**src/rtl/inst_issue_ctrl.sv**
```systemverilog
// Instruction issue controller: fetches words from a ROM, issues them to a core one at a time
// and follows the core's next-PC. Optional WAIT timeout enabled by defining ISSUE_TIMEOUT_EN.
module inst_issue_ctrl (
    input  logic        clk,
    input  logic        rst,
    input  logic        start,
    input  logic [7:0]  inst_count,
    output logic [9:0]  imem_addr,
    input  logic [31:0] imem_rdata,
    output logic        core_in_valid,
    output logic [31:0] core_inst,
    input  logic        core_out_valid,
    input  logic [31:0] core_inst_addr,
    output logic        busy,
    output logic        done,
    output logic        error,
    output logic [7:0]  retired
);

    typedef enum logic [2:0] {StIdle, StFetch, StIssue, StWait, StError} state_e;

    state_e      state_q, state_d;
    logic [11:0] pc_q, pc_d;
    logic [7:0]  count_q, count_d;
    logic [7:0]  retired_q, retired_d;
    logic [9:0]  addr_q, addr_d;
    logic        done_q, done_d;
    logic        addr_ok;
    logic [7:0]  retired_inc;
`ifdef ISSUE_TIMEOUT_EN
    logic [3:0]  tmo_q, tmo_d;
`endif

    // Only word-aligned PCs inside the 4 KiB ROM window are legal.
    assign addr_ok     = (core_inst_addr[1:0] == 2'b00) && (core_inst_addr[31:12] == 20'h0);
    assign retired_inc = (retired_q == 8'hff) ? retired_q : retired_q + 8'd1;

    always_comb begin
        state_d   = state_q;
        pc_d      = pc_q;
        count_d   = count_q;
        retired_d = retired_q;
        addr_d    = addr_q;
        done_d    = 1'b0;
`ifdef ISSUE_TIMEOUT_EN
        tmo_d     = tmo_q;
`endif
        unique case (state_q)
            StIdle, StError: begin
                if (start) begin
                    count_d   = inst_count;
                    pc_d      = 12'h0;
                    retired_d = 8'h0;
                    if (inst_count != 8'h0) begin
                        state_d = StFetch;
                    end else begin
                        state_d = StIdle;
                        done_d  = 1'b1;
                    end
                end
            end
            StFetch: begin
                addr_d  = pc_q[11:2];
                state_d = core_out_valid ? StError : StIssue;
            end
            StIssue: begin
`ifdef ISSUE_TIMEOUT_EN
                tmo_d   = 4'd0;
`endif
                state_d = core_out_valid ? StError : StWait;
            end
            StWait: begin
                if (core_out_valid) begin
                    if (!addr_ok) begin
                        state_d = StError;
                    end else begin
                        pc_d      = core_inst_addr[11:0];
                        retired_d = retired_inc;
                        if (retired_inc == count_q) begin
                            state_d = StIdle;
                            done_d  = 1'b1;
                        end else begin
                            state_d = StFetch;
                        end
                    end
                end
`ifdef ISSUE_TIMEOUT_EN
                else begin
                    tmo_d = tmo_q + 4'd1;
                    if (tmo_q == 4'd9) begin
                        state_d = StError;
                    end
                end
`endif
            end
            default: state_d = StIdle;
        endcase
    end

    always_ff @(posedge clk or posedge rst) begin
        if (rst) begin
            state_q   <= StIdle;
            pc_q      <= 12'h0;
            count_q   <= 8'h0;
            retired_q <= 8'h0;
            addr_q    <= 10'h0;
            done_q    <= 1'b0;
        end else begin
            state_q   <= state_d;
            pc_q      <= pc_d;
            count_q   <= count_d;
            retired_q <= retired_d;
            addr_q    <= addr_d;
            done_q    <= done_d;
        end
    end

`ifdef ISSUE_TIMEOUT_EN
    always_ff @(posedge clk or posedge rst) begin
        if (rst) begin
            tmo_q <= 4'd0;
        end else begin
            tmo_q <= tmo_d;
        end
    end
`endif

    // The fetch address is presented combinationally in FETCH and held afterwards.
    assign imem_addr     = (state_q == StFetch) ? pc_q[11:2] : addr_q;
    assign core_in_valid = (state_q == StIssue);
    assign core_inst     = (state_q == StIssue) ? imem_rdata : 32'h0;
    assign busy          = (state_q == StFetch) || (state_q == StIssue) || (state_q == StWait);
    assign done          = done_q;
    assign error         = (state_q == StError);
    assign retired       = retired_q;

endmodule
```
**config.mk**
```make
export PLATFORM = sky130hd
export DESIGN_NAME = inst_issue_ctrl
export DESIGN_NICKNAME = d
export VERILOG_FILES = /design/src/rtl/inst_issue_ctrl.sv
export SDC_FILE = /design/constraint.sdc
export NUM_CORES = 1
export LEC_CHECK = 0
export BUFFER_PORTS_ARGS = -buffer_cell sky130_fd_sc_hd__buf_2
export CORE_MARGIN = 2
export CORE_UTILIZATION = 45
export DETAILED_ROUTE_END_ITERATION = 12
export MAX_ROUTING_LAYER = met4
export PLACE_DENSITY = 0.81
export REMOVE_ABC_BUFFERS = 1
export SETUP_SLACK_MARGIN = 0.4
export SYNTH_ARGS = -nofsm -noshare
export SYNTH_HDL_FRONTEND = slang
export SYNTH_SLANG_ARGS = --single-unit
```
**constraint.sdc**
```tcl
create_clock -name clk -period 3.1 [get_ports clk]
set_input_delay 0.155 -clock clk [delete_from_list [all_inputs] [get_ports clk]]
set_output_delay 0.155 -clock clk [all_outputs]
set_load 0.02 [all_outputs]
```
# Yosys cells after proc, flatten, opt, wreduce, memory -nomap -nowiden
# Index checks and enable logic that the tools add are counted.
[totals] out_inout_bits=54 in_bits=76 word_cells=53 regBits=42
[classes] eq_ne=9 mux=25 n_reduce_logical=12 n_addsub=1
[op_table] op="12-bit 2-to-1 mux" n=3
[op_table] op="32-bit 2-to-1 mux" n=1
[op_table] op="8-bit 2-to-1 mux" n=4
[op_table] op="12-bit one-hot mux with 2 select lines" n=1
[op_table] op="20-bit logical NOT" n=1
[op_table] op="8-bit one-hot mux with 2 select lines" n=1
[op_table] op="3-bit 2-to-1 mux" n=5
[op_table] op="3-bit one-hot mux with 4 select lines" n=1
[op_table] op="10-bit 2-to-1 mux" n=1
[op_table] op="8-bit by 1-bit adder with 8-bit output, second input constant" n=1
[op_table] op="8-bit equality test" n=1
[op_table] op="8-bit equality test, second input constant" n=1
[op_table] op="8-bit nonzero test" n=1
[op_table] op="1-bit 2-to-1 mux" n=7
[op_table] op="3-bit by 2-bit equality test with 1-bit output, second input constant" n=2
[op_table] op="2-bit inequality test, second input constant" n=3
[op_table] op="2-bit AND reduction" n=2
[op_table] op="4-bit AND reduction" n=1
[op_table] op="3-bit by 1-bit equality test with 1-bit output, second input constant" n=1
[op_table] op="3-bit equality test, second input constant" n=1
[op_table] op="3-bit logical NOT" n=1
[op_table] op="2-bit logical NOT" n=1
[op_table] op="1-bit logical OR" n=2
[op_table] op="1-bit one-hot mux with 2 select lines" n=1
[op_table] op="3 further kinds" n=3

# Logic depth before layout (Yosys ltp)
[depth] depth_word=7 ltp_mapped=8 depth_no_buf=7

# Worst setup path after synthesis
# OpenSTA, ideal clock, no wires.
[synth_path] path_kind="register to register" start="reg retired_q[0], in the netlist retired[0]" end="reg state_q[0]" t_required_ns=2.975 path_stages_with_launch=9 path_buffers=1 setup_time_ns=0.125 slack_ns=1.071 period_less_slack_ns=2.029 arrival_ns=1.905 cell_sequence="dfrtp_1 > ha_1 > nand3_4 > or3_1 > buf_2 > mux2i_1 > o311a_1 > nand4_1 > a2bb2oi_1"
[synth_between] elab_chain_cells=7 elab_cells_between_ends=8 classes_between="1 x add/sub; 2 x eq/ne; 5 x mux"
[synth_rtl] item="from (decl)" line="25" rtl="logic [7:0] retired_q, retired_d;"
[synth_rtl] item="from (signal assigned)" line="112" rtl="retired_q <= retired_d;"
[synth_rtl] item="8-bit by 1-bit adder with 8-bit output / 8-bit equality test (equally long branches)" line="36" rtl="assign retired_inc = (retired_q == 8'hff) ? retired_q : retired_q + 8'd1;"
[synth_rtl] item="8-bit 2-to-1 mux (*)" line="36"
[synth_rtl] item="8-bit equality test (*)" line="79" rtl="if (retired_inc == count_q) begin"
[synth_rtl] item="1-bit 2-to-1 mux (*)" line="79"
[synth_rtl] item="3-bit 2-to-1 mux (*)" line="74" rtl="if (!addr_ok) begin"
[synth_rtl] item="3-bit 2-to-1 mux (*)" line="73" rtl="if (core_out_valid) begin"
[synth_rtl] item="3-bit one-hot mux with 4 select lines (*)" line="48" rtl="unique case (state_q)"
[synth_rtl] item="to (signal assigned)" line="102" rtl="state_q <= StIdle;"
[synth_rtl] item="to (signal assigned)" line="109" rtl="state_q <= state_d;"
[synth_rtl] item="to (decl)" line="22" rtl="state_e state_q, state_d;"
# Every way passes the cells marked *; elsewhere a longest branch is shown, timed or not. The select of a mux whose other input is x is not followed.
# A chain may end at the register's enable or synchronous reset.

# Final worst setup path
# Same ends and word-level chain as after synthesis.

==> summary.md <==
| Metric | Value |
|---|---|
| H-tree levels | 2 |
| Pin slew with the least headroom to its limit | 0.683 ns |
| CTS tree | yes |
| GPL Wtd Cong | 0.953 |
| Max_slew headroom | 54.2% |
| Largest net degree at the start of global routing | 41 |
| Routed Wire Length | 6.96 mm |
| Area contributors post-synth | dfrtp_1 (42%), nand2_1 (9.1%), and2_1 (8.7%) |
| Status | completed |
| Vias in the first global route | 2306 |
| Max Slew Vio Count | 0 |
| GRT Util Overall | 24.4% |
| Remaining DRCs | 0 |
| Max_cap viols | 0 |
| Nets | 474 |
| Critical Path RT | 3.29 ns |
| Post-place instance area | 3050 µm² |
| Leading area contributor after synthesis | dfrtp_1 |
| FF/Latch Area | 1000 µm² |
| CTS sink cnt | 40 |
| Post-route cell area | 3160 µm² |
| Most numerous cell in the Yosys netlist | nand2_1 |
| Via count | 2389 |
| IO buf count | 129 |
| Ant diodes | 0 |
| Switching Fraction | 39.3% |
| Setup Skew | 0.00617 ns |
| Top-area cell type share of the netlist area | 42.0% |
| Minimum clock period | 2.36 ns |
| Vias per inst | 5.10 |
| Die area | 5890 µm² |
| # fillers | 500 |
| Post-synthesis instance total | 273 |
| Sequential-to-total area share from yosys stat | 42.0% |
| Iteration-0 DRC Markers | 111 |
| Clock slew at reported path FFs | 0.08 ns |
| Drt pass-1 iters | 4 |
| Worst setup SP type | flop |
| Cell Int Power | 1.03 mW |
| Synth Register Bits | 40 |
| Number of flops mapped to enable cells by yosys | 0 |
| GRT overflow | 0 |
| Clock tree buffer depth | 2 |
| Final setup viols | 0 |
| Worst setup path start | retired[0] |
| Post-Layout Cell Count | 468 |
| Initial antenna violation count | 0 |
| NetSw | 0.668 mW |
| Max Freq | 423 MHz |
| Core Region | 5110 µm² |
| Inst Count DP | 459 |
| Top post-synthesis cells by count | nand2_1 (58), dfrtp_1 (40), and2_1 (33) |
| Root Buffer | clkbuf_8 |
| Post-CTS resize count | 0 |
| Top_reg_cell synth | dfrtp_1 |
| Post-DP HPWL | 5.40 mm |
| Avg Cell Area, Syn | 8.73 µm² |
| Hold Fails Final Rpt | 0 |
| Tightest Hold Check Type | input port to flop |
| Syn-to-layout area delta | 32.5% |
| Standard-cell row count | 26 |
| Setup TNS | 0 ns |
| Unique masters post-synth | 47 |
| First-pass GRT wire length | 11.1 mm |
| Reg power frac | 39.2% |
| Post-Syn Area | 2380 µm² |
| Later-pin clock latency in the skew report | 0.30 ns |
| Initial cell density of the core | 46.6% |
| Clock power frac | 22.0% |
| Number of CTS-inserted buffers | 5 |
| PwrDens | 539 nW/µm² |
| Asr flop ratio synth | 100% |
| RSZ-0062 raised after global routing | no |
| Post-CTS Setup Inserts | 0 |
| RR Startpoint | retired[0] |
| Crit path capture type | flop |
| Share of layout cells above drive strength 1 | 40.5% |
| Area of the multi-input gates | 1260 µm² |
| Width of the chip | 76.8 µm |
| Worst IR Drop VDD | 0.000321 V |
| Critical Path AT | 2.55 ns |
| Post-DR wirelength/cell | 14.9 µm |
| Die Ht | 76.8 µm |
| Hold path startpoint | core_inst_addr[8] |
| WS Path Type | flop to flop |
| Worst Path Max Fanout | 11 |
| Period utilization | 76.3% |
| Synth warn | 0 |
| Leak | 1.69 nW |
| Antenna-violating nets left | 0 |
| Top Ports | 130 |
| Logic gate share of total power | 38.8% |
==> sequential cells by signal (all words and copies together) (netlist names) <==
register	cells
addr_q	10
pc_q	10
state_q	3
done	1
retired	8
count_q	8
==> logic make-up after synthesis <==
family,synth area share (%)
flops,42.0
xor+xnor,1.84
buf+inv,4.88
fa+ha+maj,0.525
mux,5.15
simple gates,34.6
compound gates,11.0
==> cells in the final DEF, fill, tap and decap left out, types with 2 or more instances in the layout <==
| master | instances |
|---|---|
| nor3_1 | 4 |
| buf_4 | 3 |
| inv_1 | 7 |
| and2_1 | 33 |
| nor4_2 | 2 |
| nor2_1 | 10 |
| nand2b_1 | 4 |
| clkbuf_8 | 6 |
| and4_1 | 2 |
| o21ai_0 | 19 |
| a311oi_1 | 2 |
| nand2_1 | 58 |
| and3_1 | 4 |
| a21oi_1 | 9 |
| buf_2 | 129 |
| clkinvlp_4 | 2 |
| mux2_2 | 10 |
| a221oi_1 | 2 |
| xnor2_1 | 2 |
| xor2_1 | 3 |
| nor2b_1 | 3 |
| or3_1 | 3 |
| nor4_1 | 5 |
| o311a_1 | 2 |
| nand3_1 | 9 |
| nand4_1 | 4 |
| dfrtp_1 | 40 |
==> metal layers <==
metal / GRT usage (%) / vias up / share of wire (%)
met5: - / - / 0
met4: 10.0 / 0 / 2.4
met3: 4.82 / 12 / 6.5
met2: 41.5 / 101 / 51
met1: 28.3 / 1095 / 40
li1: - / 1181 / -
==> critical path: stages (launching register included) <==
cell and delay (ns):
dfrtp_1 0.52, ha_1 0.48, nand3_4 0.14, or3_1 0.47
mux2i_1 0.19, o311a_1 0.21, nand4_1 0.10, a2bb2oi_1 0.14
==> metrics by stage <==
stage               setup WS (ns)  power [mW]  utilization (%)  hold slack (ns)
finish                      0.735        1.70             61.8           0.0448
global route                0.554        1.82             61.8           0.0575
CTS                         0.777        1.71             61.8           0.0468
detailed placement          0.801        1.34             59.7            0.300
global placement            0.929        1.33             59.7            0.291
floorplan                   0.911        1.10                -            0.226
==> power groups by stage <==
stage	combinational, mW	clock [mW]	sequential [mW]
after floorplan	0.453	0	0.648
after global placement	0.660	0	0.670
after detailed placement	0.664	0	0.674
after CTS	0.666	0.380	0.665
after global routing	0.736	0.402	0.677
final	0.661	0.373	0.667
==> worst paths after layout <==
kind | endpoint | slack (ns) | cells after the start
max | state_q[0] | 0.74 | 7
min | pc_q[8] | 0.04 | 3
max reg2reg | state_q[0] | 0.74 | 7
min reg2reg | addr_q[1] | 0.50 | 1
max in group asynchronous | retired[7] | 2.24 | 4
min in group asynchronous | addr_q[8] | 0.50 | 4
==> final cells by class <==
type	instances	area share [%]
sequential	40	31.7
clock buffer	6	2.62
clock inverter	2	0.476
multi-input combinational	210	40.1
tap	70	2.78
inverter	7	0.833
timing repair buffer	133	21.5
==> timing repair <==
action                                  in CTS  in global routing
hold buffers                                 1                  0
endpoints found under the setup margin       0                  0
hold endpoints to repair                    40                  0
Note: power is estimated with default switching activity, not from simulation.
